<file path="config.mk">
export PLATFORM = sky130hd
export DESIGN_NAME = matmul_stream_io
export DESIGN_NICKNAME = d
export VERILOG_FILES = /design/src/rtl/matmul_stream_io.sv
export SDC_FILE = /design/constraint.sdc
export NUM_CORES = 1
export LEC_CHECK = 0
export ABC_AREA = 1
export BUFFER_PORTS_ARGS = -buffer_cell sky130_fd_sc_hd__buf_2
export CORE_UTILIZATION = 44
export CTS_CLUSTER_SIZE = 10
export DETAILED_ROUTE_END_ITERATION = 10
export PLACE_DENSITY_LB_ADDON = 0.3
export SYNTH_ARGS = -nofsm -noshare
export SYNTH_HDL_FRONTEND = slang
export SYNTH_SLANG_ARGS = --single-unit
export TNS_END_PERCENT = 1
</file>
<file path="constraint.sdc">
create_clock -name clock -period 3.5 [get_ports clock]
set_input_delay 0.175 -clock clock [delete_from_list [all_inputs] [get_ports clock]]
set_output_delay 0.175 -clock clock [all_outputs]
set_load 0.005 [all_outputs]
</file>
<file path="src/rtl/matmul_stream_io.sv">
// Streaming host front-end for the matrix-multiply engine: loads X and Y from an
// input stream, kicks the engine, then streams Z back out with a last flag.
module matmul_stream_io #(
  parameter int DATA_WIDTH  = 32,
  parameter int ADDR_WIDTH  = 6,
  parameter int MATRIX_SIZE = 8
) (
  input  logic                  clock,
  input  logic                  reset,
  input  logic                  in_valid_i,
  input  logic [DATA_WIDTH-1:0] in_data_i,
  output logic                  in_ready_o,
  output logic [ADDR_WIDTH-1:0] x_addr_o,
  output logic [ADDR_WIDTH-1:0] y_addr_o,
  output logic [DATA_WIDTH-1:0] x_din_o,
  output logic [DATA_WIDTH-1:0] y_din_o,
  output logic                  x_wr_en_o,
  output logic                  y_wr_en_o,
  output logic                  mm_start_o,
  input  logic                  mm_done_i,
  output logic [ADDR_WIDTH-1:0] z_addr_o,
  input  logic [DATA_WIDTH-1:0] z_dout_i,
  output logic                  out_valid_o,
  output logic [DATA_WIDTH-1:0] out_data_o,
  output logic                  out_last_o,
  input  logic                  out_ready_i,
  output logic                  busy_o
);

  localparam int NUM_ELEM = MATRIX_SIZE * MATRIX_SIZE;
  localparam logic [ADDR_WIDTH-1:0] LAST_IDX = ADDR_WIDTH'(NUM_ELEM - 1);

  typedef enum logic [2:0] {
    S_LOAD_X,
    S_LOAD_Y,
    S_START,
    S_WAIT,
    S_DRAIN_RD,
    S_DRAIN_OUT
  } state_t;

  state_t                state_q, state_d;
  logic [ADDR_WIDTH-1:0] cnt_q, cnt_d;
  logic                  wait_first_q, wait_first_d;
  logic [DATA_WIDTH-1:0] out_data_q, out_data_d;

  logic                  cnt_last;
  logic [ADDR_WIDTH-1:0] cnt_inc;

  assign cnt_last = (cnt_q == LAST_IDX);
  assign cnt_inc  = cnt_q + ADDR_WIDTH'(1);

  always_ff @(posedge clock or posedge reset) begin
    if (reset) begin
      state_q      <= S_LOAD_X;
      cnt_q        <= '0;
      wait_first_q <= 1'b0;
      out_data_q   <= '0;
    end else begin
      state_q      <= state_d;
      cnt_q        <= cnt_d;
      wait_first_q <= wait_first_d;
      out_data_q   <= out_data_d;
    end
  end

  always_comb begin
    state_d      = state_q;
    cnt_d        = cnt_q;
    wait_first_d = wait_first_q;
    out_data_d   = out_data_q;
    in_ready_o   = 1'b0;
    x_wr_en_o    = 1'b0;
    y_wr_en_o    = 1'b0;
    mm_start_o   = 1'b0;
    out_valid_o  = 1'b0;
    out_last_o   = 1'b0;
    busy_o       = 1'b0;
    z_addr_o     = cnt_q;

    case (state_q)
      S_LOAD_X: begin
        in_ready_o = 1'b1;
        if (in_valid_i) begin
          x_wr_en_o = 1'b1;
          if (cnt_last) begin
            cnt_d   = '0;
            state_d = S_LOAD_Y;
          end else begin
            cnt_d = cnt_inc;
          end
        end
      end
      S_LOAD_Y: begin
        in_ready_o = 1'b1;
        if (in_valid_i) begin
          y_wr_en_o = 1'b1;
          if (cnt_last) begin
            cnt_d   = '0;
            state_d = S_START;
          end else begin
            cnt_d = cnt_inc;
          end
        end
      end
      S_START: begin
        busy_o       = 1'b1;
        mm_start_o   = 1'b1;
        wait_first_d = 1'b1;
        state_d      = S_WAIT;
      end
      S_WAIT: begin
        // A done level left over from the previous job is not trusted on the first cycle.
        busy_o       = 1'b1;
        wait_first_d = 1'b0;
        if (!wait_first_q && mm_done_i) begin
          cnt_d   = '0;
          state_d = S_DRAIN_RD;
        end
      end
      S_DRAIN_RD: begin
        busy_o     = 1'b1;
        out_data_d = z_dout_i;
        state_d    = S_DRAIN_OUT;
      end
      S_DRAIN_OUT: begin
        busy_o      = 1'b1;
        out_valid_o = 1'b1;
        out_last_o  = cnt_last;
        if (out_ready_i) begin
          if (cnt_last) begin
            cnt_d   = '0;
            state_d = S_LOAD_X;
          end else begin
            // Present the next address on the handshake cycle so the synchronous
            // Z read has landed by the end of the following DRAIN_RD cycle.
            cnt_d    = cnt_inc;
            z_addr_o = cnt_inc;
            state_d  = S_DRAIN_RD;
          end
        end
      end
      default: state_d = S_LOAD_X;
    endcase
  end

  assign x_addr_o   = cnt_q;
  assign y_addr_o   = cnt_q;
  assign x_din_o    = in_data_i;
  assign y_din_o    = in_data_i;
  assign out_data_o = out_data_q;

endmodule

</file>
==> impl_summary.log, run 1 <==
[metrics] run status: finished with violations
[metrics] violated checks: hold timing
[metrics] fraction of synthesized cell area in xor and xnor cells: 0.00338
[metrics] worst hold path type: in2async
[metrics] First DRT Iteration DRCs: 97
[metrics] highest clock frequency the design can meet: roughly 490 MHz
[metrics] initial antenna violation count: 0
[metrics] chip height: 78.7 um
[metrics] Clk pwr share: 0.232
[metrics] first drt pass iteration count: 4
[metrics] post-synthesis mux area share: 0
[metrics] first-pass GRT wire length: 8.03 mm
[metrics] Leak Pwr: 1.42 nW
[metrics] post-synthesis share of cell area spent on full adders, half adders and majority gates: 0.00483
[metrics] cell types with the largest area share after synthesis: sky130_fd_sc_hd__dfrtp_1 (41%), sky130_fd_sc_hd__buf_4 (21%), sky130_fd_sc_hd__nand2_1 (20%)
[metrics] sequential cell fraction of total power: 0.464
[metrics] drt wl/cell: between 10 and 15 um
[metrics] met1 WL: 2.26 mm
[metrics] layout cell share with drive strength beyond 1: 0.302
[metrics] number of standard cells in the layout, taps in and fillers out: roughly 440
[metrics] most common cell after layout, fill and taps aside: sky130_fd_sc_hd__nand2_1
[metrics] total length of routed met3 wires: between 300 and 400 um
[metrics] hold bufs inserted after CTS: 0
[metrics] portion of the post-synthesis area used by sequential elements: 0.406
[metrics] number of warnings issued by yosys: 0
[metrics] global routing usage summed across all routing layers: 0.166
[metrics] Place WS: 1.80 ns
[metrics] Final Net Count: ~440
[metrics] top metal layer carrying routed signals: met4
[metrics] count of fill cells added during filler insertion: about 600
[metrics] total gr overflow: 0
[metrics] largest fanout on the critical path: 8
[metrics] Synth Register Bits: 42
[metrics] average size of a mapped cell: 7.55 sq um
[metrics] final-layout worst hold slack: -0.000602 ns
[metrics] Final Cycle Share: 0.586
[metrics] post-synth top area share: 0.406
[metrics] insertion delay of the later-clocked pin in the worst-skew pair: 0.29 ns
[metrics] PostCTS Resize Cnt: 0
[metrics] number of buffers added for setup after CTS: 0
[metrics] Tmin final: 2.05 ns
[metrics] maximum clock insertion buffer count: 2
[metrics] area of the mapped netlist: approximately 2600 sq um
[metrics] sw frac: 0.352
[metrics] Worst-path clk slew: ~0.070 ns
[metrics] Switching Power: roughly 0.45 mW
[metrics] setup repair after global routing missed its margin: false
[metrics] number of library cell types mapped by synthesis: 22
[metrics] sink count of the clock tree: 42
[metrics] net count after synthesis: 413
[metrics] die outline area: 6200 sq um
[metrics] post-route clock skew: roughly 0.0066 ns
[metrics] Data arrival, critical path: 1.88 ns
[metrics] number of nets with antenna violations after routing: 0
[metrics] Starting Density: 0.462
[metrics] wire length on met2: between 2 and 2.5 mm
[metrics] Internal: 0.835 mW
[metrics] overall power of the completed layout: 1.29 mW
[metrics] number of I/O port buffers: a little over 90
[metrics] number of maximum-capacitance constraint violations: 0
[metrics] Placed Cells: between 400 and 500
[metrics] via count of the first global-routing pass: 1,769
[metrics] GPL Wtd Cong: 0.985
[metrics] count of vias placed by the detailed router: 2,035
[metrics] type of element launching the critical path: flip-flop
[metrics] Rows: 27
[metrics] fin area: 2640 sq um
[metrics] number of inserted diodes: 0
[metrics] Placed Instance Area: around 2600 sq um
[metrics] maximum number of pins on one net before global-route repair: 43
[metrics] core region area: around 5600 sq um
[metrics] Setup-failing EPs final: 0
[metrics] width of the die: just under 80 um
[metrics] drt total wl: 5.07 mm
[metrics] leading cell types in the layout, fill and taps excluded: sky130_fd_sc_hd__nand2_1 (140), sky130_fd_sc_hd__buf_2 (93), sky130_fd_sc_hd__dfrtp_1 (42)
[metrics] fin worst setup slack: roughly 1.4 ns
[metrics] critical path data required time: between 3 and 4 ns
[metrics] clock buffers created by TritonCTS: 5
[metrics] count of pins on the block boundary: 190
[metrics] DRC violations left: 0
[metrics] Final Hold Vio Count: 1
[metrics] Syn Inst Count: roughly 340
[metrics] utilization of the core after routing: 0.470
[metrics] largest family of logic cells by synthesized area: simple AND/OR/NAND/NOR gates
[metrics] CTS tree: yes
[metrics] Comb pwr share: 0.304
[metrics] setup TNS after final layout: 0 ns
[metrics] r2r setup slk: around 1.9 ns
[metrics] transition at the pin with the smallest max-transition slack: 0.531 ns
[metrics] clock root buffer master: sky130_fd_sc_hd__clkbuf_8
[metrics] Synth Area in Simple Gates: 0.299
[metrics] half-perimeter wire length of the detailed placement result: approximately 3.6 mm
[metrics] pins over their slew limit: 0
[metrics] category of the critical setup timing path: reg2out
[metrics] PD cells: around 500 nW/um^2
[metrics] dominant cell type by area after synthesis: sky130_fd_sc_hd__dfrtp_1
[metrics] mean number of vias per cell: 4.64
[metrics] Worst VDD drop: 283 uV
[metrics] Synth Area in Compound Gates: 0.0227
[metrics] crit end category: primary output
[metrics] CTS H-tree depth: 2
[metrics] Rel. slew slack: 0.646
[metrics] growth of design area from synthesis to finish: 1.79%
==> final cells by class <==
class / count / area (sq um) / area share
Inverter: 19 / 73.8 / 0.0280
Multi-Input combinational cell: 203 / 856 / 0.324
Timing Repair Buffer: 95 / 480 / 0.182
Sequential cell: 42 / 1050 / 0.398
Clock buffer: 6 / 72.6 / 0.0275
Tap cell: 72 / 90.1 / 0.0342
Clock inverter: 2 / 13.8 / 0.00522
==> flip-flops by register name, indices dropped and copies added, names as in the netlist <==
register / count
out_data_o: 32
x_addr_o: 6
state_q: 3
wait_first_q: 1
==> logic make-up after synthesis <==
kind of cell / count (synthesis)
adders and majority gates: 1
AOI/OAI and AO/OA: 11
DFF: 42
and+or+nand+nor: 190
xor gates and xnor gates: 1
buffers and inverters: 98
==> synthesized netlist by cell type <==
master and n:
sky130_fd_sc_hd__nor2_4 1, sky130_fd_sc_hd__dfrtp_1 42, sky130_fd_sc_hd__buf_2 2, sky130_fd_sc_hd__o21ai_0 3, sky130_fd_sc_hd__inv_4 1, sky130_fd_sc_hd__o22ai_1 1
sky130_fd_sc_hd__nand3_2 2, sky130_fd_sc_hd__inv_2 3, sky130_fd_sc_hd__nand3_1 17, sky130_fd_sc_hd__nand4_1 2, sky130_fd_sc_hd__nand2_1 140, sky130_fd_sc_hd__nor3_4 1
sky130_fd_sc_hd__xnor2_1 1, sky130_fd_sc_hd__ha_1 1, sky130_fd_sc_hd__buf_6 6, sky130_fd_sc_hd__a21oi_1 6, sky130_fd_sc_hd__nor3_1 1, sky130_fd_sc_hd__o21bai_1 1
sky130_fd_sc_hd__inv_1 15, sky130_fd_sc_hd__buf_4 71, sky130_fd_sc_hd__nor2_1 25, sky130_fd_sc_hd__nor2_2 1
==> worst max-delay path: stages, from the launching register on <==
cell                      delay (ns)
sky130_fd_sc_hd__dfrtp_1        0.47
sky130_fd_sc_hd__ha_1           0.28
sky130_fd_sc_hd__nand2_1        0.09
sky130_fd_sc_hd__inv_2          0.05
sky130_fd_sc_hd__nand2_1        0.15
sky130_fd_sc_hd__nand2_1        0.19
sky130_fd_sc_hd__a21oi_1        0.18
sky130_fd_sc_hd__a21oi_1        0.05
sky130_fd_sc_hd__buf_2          0.12
==> metal layers <==
| metal | GRT usage | vias to the layer above |
|---|---|---|
| met5 | 0 | - |
| met4 | 0.0907 | 0 |
| met3 | 0.0276 | 19 |
| met2 | 0.270 | 86 |
| met1 | 0.211 | 908 |
| li1 | - | 1022 |
==> power by group through the flow <==
stage | sequential [mW] | combinational (mW) | clock, mW
finish | 0.599 | 0.391 | 0.300
global route | 0.609 | 0.447 | 0.336
CTS | 0.597 | 0.393 | 0.318
detailed placement | 0.608 | 0.391 | 0
global placement | 0.604 | 0.397 | 0
floorplan | 0.574 | 0.361 | 0
==> worst paths after layout <==
kind,start,to,cells past startpoint
hold / removal,reset,x_addr_o[3],3
setup / recovery,x_addr_o[0],z_addr_o[3],8
min in group clock,z_dout_i[26],out_data_o[26],3
setup reg to reg,state_q[0],out_data_o[11],5
hold reg to reg,out_data_o[0],out_data_o[0],2
max in group asynchronous,reset,out_data_o[4],3
(Power assumes the default switching activity.)
==> run 2, diff against run 1 <==
ABC_AREA = 0   (was 1)
CORE_UTILIZATION = 36   (was 44)
clock period = 1.7 ns   (was 3.5 ns; I/O delays follow)
==> run 2 against run 1 <==
  * The run ends with DRC, setup timing left
  * Sequential share of layout area shrank 2.1 points
  * Sequential power grew to 2.9 times the previous value
  * Synthesized area shrank 5.6%
  * Clock-buffer cell count is the same
  * Non-clock buffer count grew 22
  * Power grew to 3.8 times the previous value
  * Global-route usage shrank 2.3 points
  * Routed wire length shrank 3.2%
  * Critical endpoint is now z_addr_o[2]
==> impl_summary.log, run 2 <==
[metrics] worst hold path type: in2reg (was in2async)
[metrics] Rel. slew slack: 0.642 (was 0.646)
[metrics] insertion delay of the later-clocked pin in the worst-skew pair: 0.29 ns (about the same)
[metrics] cell family with the largest share of critical-path delay: flip-flops (unchanged)
[metrics] clock root buffer master: sky130_fd_sc_hd__clkbuf_8 (unchanged)
[metrics] number of standard cells in the layout, taps in and fillers out: 355 (was 439)
[metrics] via count of the first global-routing pass: 1,627 (was 1,769)
[metrics] Syn Inst Count: 229 (was 343)
[metrics] Final Net Count: 347 (was 436)
[metrics] Setup-failing EPs final: 3 (was 0)
[metrics] total gr overflow: 0 (unchanged)
[metrics] Leak Pwr: 1.36 nW (was 1.42 nW)
[metrics] crit end category: primary output (unchanged)
[metrics] first drt pass iteration count: 7 (was 4)
[metrics] setup repair after global routing missed its margin: true (was false)
[metrics] first-pass GRT wire length: 8.02 mm (was 8.03 mm)
[metrics] count of pins on the block boundary: 190 (unchanged)
[metrics] growth of design area from synthesis to finish: 14.3% (was 1.79%)
[metrics] Synth Register Bits: 42 (unchanged)
[metrics] clock buffers created by TritonCTS: 5 (unchanged)
[metrics] post-route clock skew: 0.00500 ns (was 0.00664 ns)
[metrics] maximum clock insertion buffer count: 2 (unchanged)
[metrics] largest fanout on the critical path: 6 (was 8)
[metrics] area of the mapped netlist: 2450 sq um (was 2590 sq um)
[metrics] transition at the pin with the smallest max-transition slack: 0.537 ns (was 0.531 ns)
[metrics] most common cell after layout, fill and taps aside: sky130_fd_sc_hd__buf_2 (was sky130_fd_sc_hd__nand2_1)
[metrics] type of element launching the critical path: flip-flop (unchanged)
[metrics] Starting Density: 0.379 (was 0.462)
[metrics] layout cell share with drive strength beyond 1: 0.640 (was 0.302)
[metrics] number of warnings issued by yosys: 0 (unchanged)
[metrics] Worst VDD drop: 645 uV (was 283 uV)
[metrics] cell types with the largest area share after synthesis: sky130_fd_sc_hd__dfrtp_1 (43%), sky130_fd_sc_hd__buf_4 (22%), sky130_fd_sc_hd__mux2_2 (16%) (was sky130_fd_sc_hd__dfrtp_1 (41%), sky130_fd_sc_hd__buf_4 (21%), sky130_fd_sc_hd__nand2_1 (20%))
[metrics] violated checks: DRC, setup timing (was hold timing)
[metrics] net count after synthesis: 299 (was 413)
[metrics] sequential cell fraction of total power: 0.353 (was 0.464)
[metrics] count of vias placed by the detailed router: 1,727 (was 2,035)
[metrics] core region area: 6460 sq um (was 5610 sq um)
[metrics] DRC violations left: 12 (was 0)
[metrics] Placed Cells: 339 (was 431)
[metrics] number of inserted diodes: 0 (unchanged)
[metrics] initial antenna violation count: 0 (unchanged)
[metrics] number of enable-type register cells in the synthesized netlist: 0 (unchanged)
[metrics] sw frac: 0.347 (was 0.352)
[metrics] Bufs and invs on worst path: 2 (unchanged)
[metrics] top flip-flop cell by instance count after synthesis: sky130_fd_sc_hd__dfrtp_1 (unchanged)
[metrics] cells along the critical path: ha_2 -> buf_4 -> and2_4 -> mux2_4 -> buf_2 (was ha_1 -> nand2_1 -> inv_2 -> nand2_1 -> nand2_1 -> a21oi_1 -> a21oi_1 -> buf_2)
[metrics] Clk pwr share: 0.137 (was 0.232)
[metrics] drt total wl: 4.91 mm (was 5.07 mm)
[metrics] number of nets with antenna violations after routing: 0 (unchanged)
[metrics] critical path data required time: 1.62 ns (was 3.32 ns)
[metrics] Rows: 29 (was 27)
[metrics] most frequent cell after synthesis: sky130_fd_sc_hd__buf_4 (was sky130_fd_sc_hd__nand2_1)
[metrics] category of the critical setup timing path: reg2out (unchanged)
[metrics] Final Hold Vio Count: 0 (was 1)
[metrics] CTS H-tree depth: 2 (unchanged)
[metrics] CTS tree: yes (unchanged)
[metrics] highest clock frequency the design can meet: 584 MHz
[metrics] Internal: 3.24 mW (was 0.835 mW)
[metrics] Final Cycle Share: 1.01
[metrics] post-synth top area share: 0.429 (was 0.406)
[metrics] mean number of vias per cell: 4.86 (was 4.64)
[metrics] Comb pwr share: 0.511 (was 0.304)
[metrics] chip height: 84.5 um (was 78.7 um)
[metrics] drt wl/cell: 13.8 um (was 11.5 um)
[metrics] number of I/O port buffers: 93 (unchanged)
[metrics] Tmin final: about 1.7 ns
[metrics] critical path's largest stage delay: 0.40 ns (was 0.47 ns)
[metrics] Critical-path top delay cell: sky130_fd_sc_hd__dfrtp_1 (unchanged)
[metrics] overall power of the completed layout: 4.96 mW (was 1.29 mW)
[metrics] sink count of the clock tree: 42 (unchanged)
[metrics] fin worst setup slack: -0.0134 ns (was 1.45 ns)
[metrics] Place WS: 0.0180 ns (was 1.80 ns)
[metrics] average size of a mapped cell: 10.7 sq um (was 7.55 sq um)
[metrics] synth cell count leaders: sky130_fd_sc_hd__buf_4 (71), sky130_fd_sc_hd__dfrtp_1 (42), sky130_fd_sc_hd__mux2_2 (34) (was sky130_fd_sc_hd__nand2_1 (140), sky130_fd_sc_hd__buf_4 (71), sky130_fd_sc_hd__dfrtp_1 (42))
[metrics] run status: finished with violations (unchanged)
[metrics] PD cells: 1770 nW/um^2 (was 489 nW/um^2)
[metrics] global routing usage summed across all routing layers: 0.143 (was 0.166)
[metrics] number of library cell types mapped by synthesis: 34 (was 22)
[metrics] First DRT Iteration DRCs: 61 (was 97)
[metrics] Data arrival, critical path: 1.63 ns (was 1.88 ns)
[metrics] GPL Wtd Cong: 0.812 (was 0.985)
[metrics] die outline area: 7130 sq um (was 6200 sq um)
[metrics] Synth async-reset ratio: 1.00 (unchanged)
[metrics] Worst-path clk slew: 0.08 ns (was 0.07 ns)
[metrics] number of maximum-capacitance constraint violations: 0 (unchanged)
[metrics] pins over their slew limit: 0 (unchanged)
[metrics] maximum number of pins on one net before global-route repair: 43 (unchanged)
[metrics] dominant cell type by area after synthesis: sky130_fd_sc_hd__dfrtp_1 (unchanged)
[metrics] portion of the post-synthesis area used by sequential elements: 0.429 (was 0.406)
[metrics] leading cell types in the layout, fill and taps excluded: sky130_fd_sc_hd__buf_2 (93), sky130_fd_sc_hd__dfrtp_1 (39), sky130_fd_sc_hd__mux2_2 (33) (was sky130_fd_sc_hd__nand2_1 (140), sky130_fd_sc_hd__buf_2 (93), sky130_fd_sc_hd__dfrtp_1 (42))
[metrics] width of the die: 84.5 um (was 78.7 um)
[metrics] half-perimeter wire length of the detailed placement result: 3.49 mm (was 3.61 mm)
[metrics] max FFs per register: 32 (unchanged)
[metrics] Switching Power: 1.72 mW (was 0.454 mW)
run 2: cell types whose count changed after synthesis, sizes merged, moves of 2 or more:
cell / previous run / this run
nand4: 2 / 0
nand3: 19 / 5
a21oi: 6 / 3
o21ai: 3 / 9
mux2: 0 / 34
nand2: 140 / 10
nor2: 27 / 11
a31oi: 0 / 2
nand4b: 0 / 2
nand2b: 0 / 5
nor3: 2 / 6
inv: 19 / 5
buf: 79 / 76
run 2: per-stage QoR:
| step | hold WS (ns) | setup TNS (ns) | cell area, sq um | util |
|---|---|---|---|---|
| after floorplan | 0.237 | 0 | 2450 | - |
| after global placement | 0.170 | 0 | 2590 | 0.401 |
| after detailed placement | 0.170 | 0 | 2590 | 0.401 |
| after CTS | 0.00664 | -0.0132 | 2790 | 0.431 |
| after global routing | 0.00596 | -0.409 | 2800 | 0.433 |
| final | 0.0202 | -0.0225 | 2800 | 0.433 |
run 2: repair_timing:
action                                  CTS  global route
pin swaps                                 3             0
hold buffers                              1             0
buffers inserted                          7             0
endpoints found under the hold margin    42             0
resized for setup                        11             9
endpoints found under the setup margin    7            15
run 2: logic make-up after synthesis:
kind of cell             share of synthesized area
buffers and inverters                        0.236
AND/OR/NAND/NOR                              0.107
flip-flops                                   0.429
multiplexers                                 0.156
AO/OA/AOI/OAI                               0.0588
XOR/XNOR                                   0.00716
adder cells (fa/ha/maj)                    0.00511
run 2: power by group through the flow:
stage / Clock, mW / Combinational, mW / Sequential [mW]
after CTS: 0.715 / 2.53 / 1.75
after global placement: 0 / 2.40 / 1.75
final: 0.678 / 2.53 / 1.75
after global routing: 0.764 / 2.79 / 1.83
after floorplan: 0 / 1.41 / 1.84
after detailed placement: 0 / 2.40 / 1.78
run 2: final cells by class:
| class | count | area, sq um |
|---|---|---|
| Inverter | 5 | 18.8 |
| Clock buffer | 6 | 82.6 |
| Tap cell | 77 | 96.3 |
| Sequential cell | 42 | 1050 |
| Multi-Input combinational cell | 106 | 868 |
| Timing Repair Buffer | 117 | 664 |
| Clock inverter | 2 | 12.5 |
| Fill cell | 624 | 3660 |
run 2: worst paths after layout:
kind                       cells after the start              to  slack [ns]      startpoint
setup / recovery                               5     z_addr_o[2]       -0.01     x_addr_o[0]
hold / removal                                 2   out_data_o[5]        0.02     z_dout_i[5]
setup reg to reg                               5     x_addr_o[4]       -0.01      state_q[1]
hold reg to reg                                1  out_data_o[12]        0.50  out_data_o[12]
max in group asynchronous                      4      state_q[0]        0.84           reset
min in group asynchronous                      4  out_data_o[30]        0.47           reset
run 2: routing by layer:
| layer | track usage | wire [um] | up-vias |
|---|---|---|---|
| met2 | 0.234 | 2310 | 71 |
| met1 | 0.179 | 2120 | 832 |
| li1 | - | - | 808 |
| met4 | 0.0663 | 91 | 0 |
| met3 | 0.0354 | 389 | 16 |
| met5 | 0 | 0 | - |
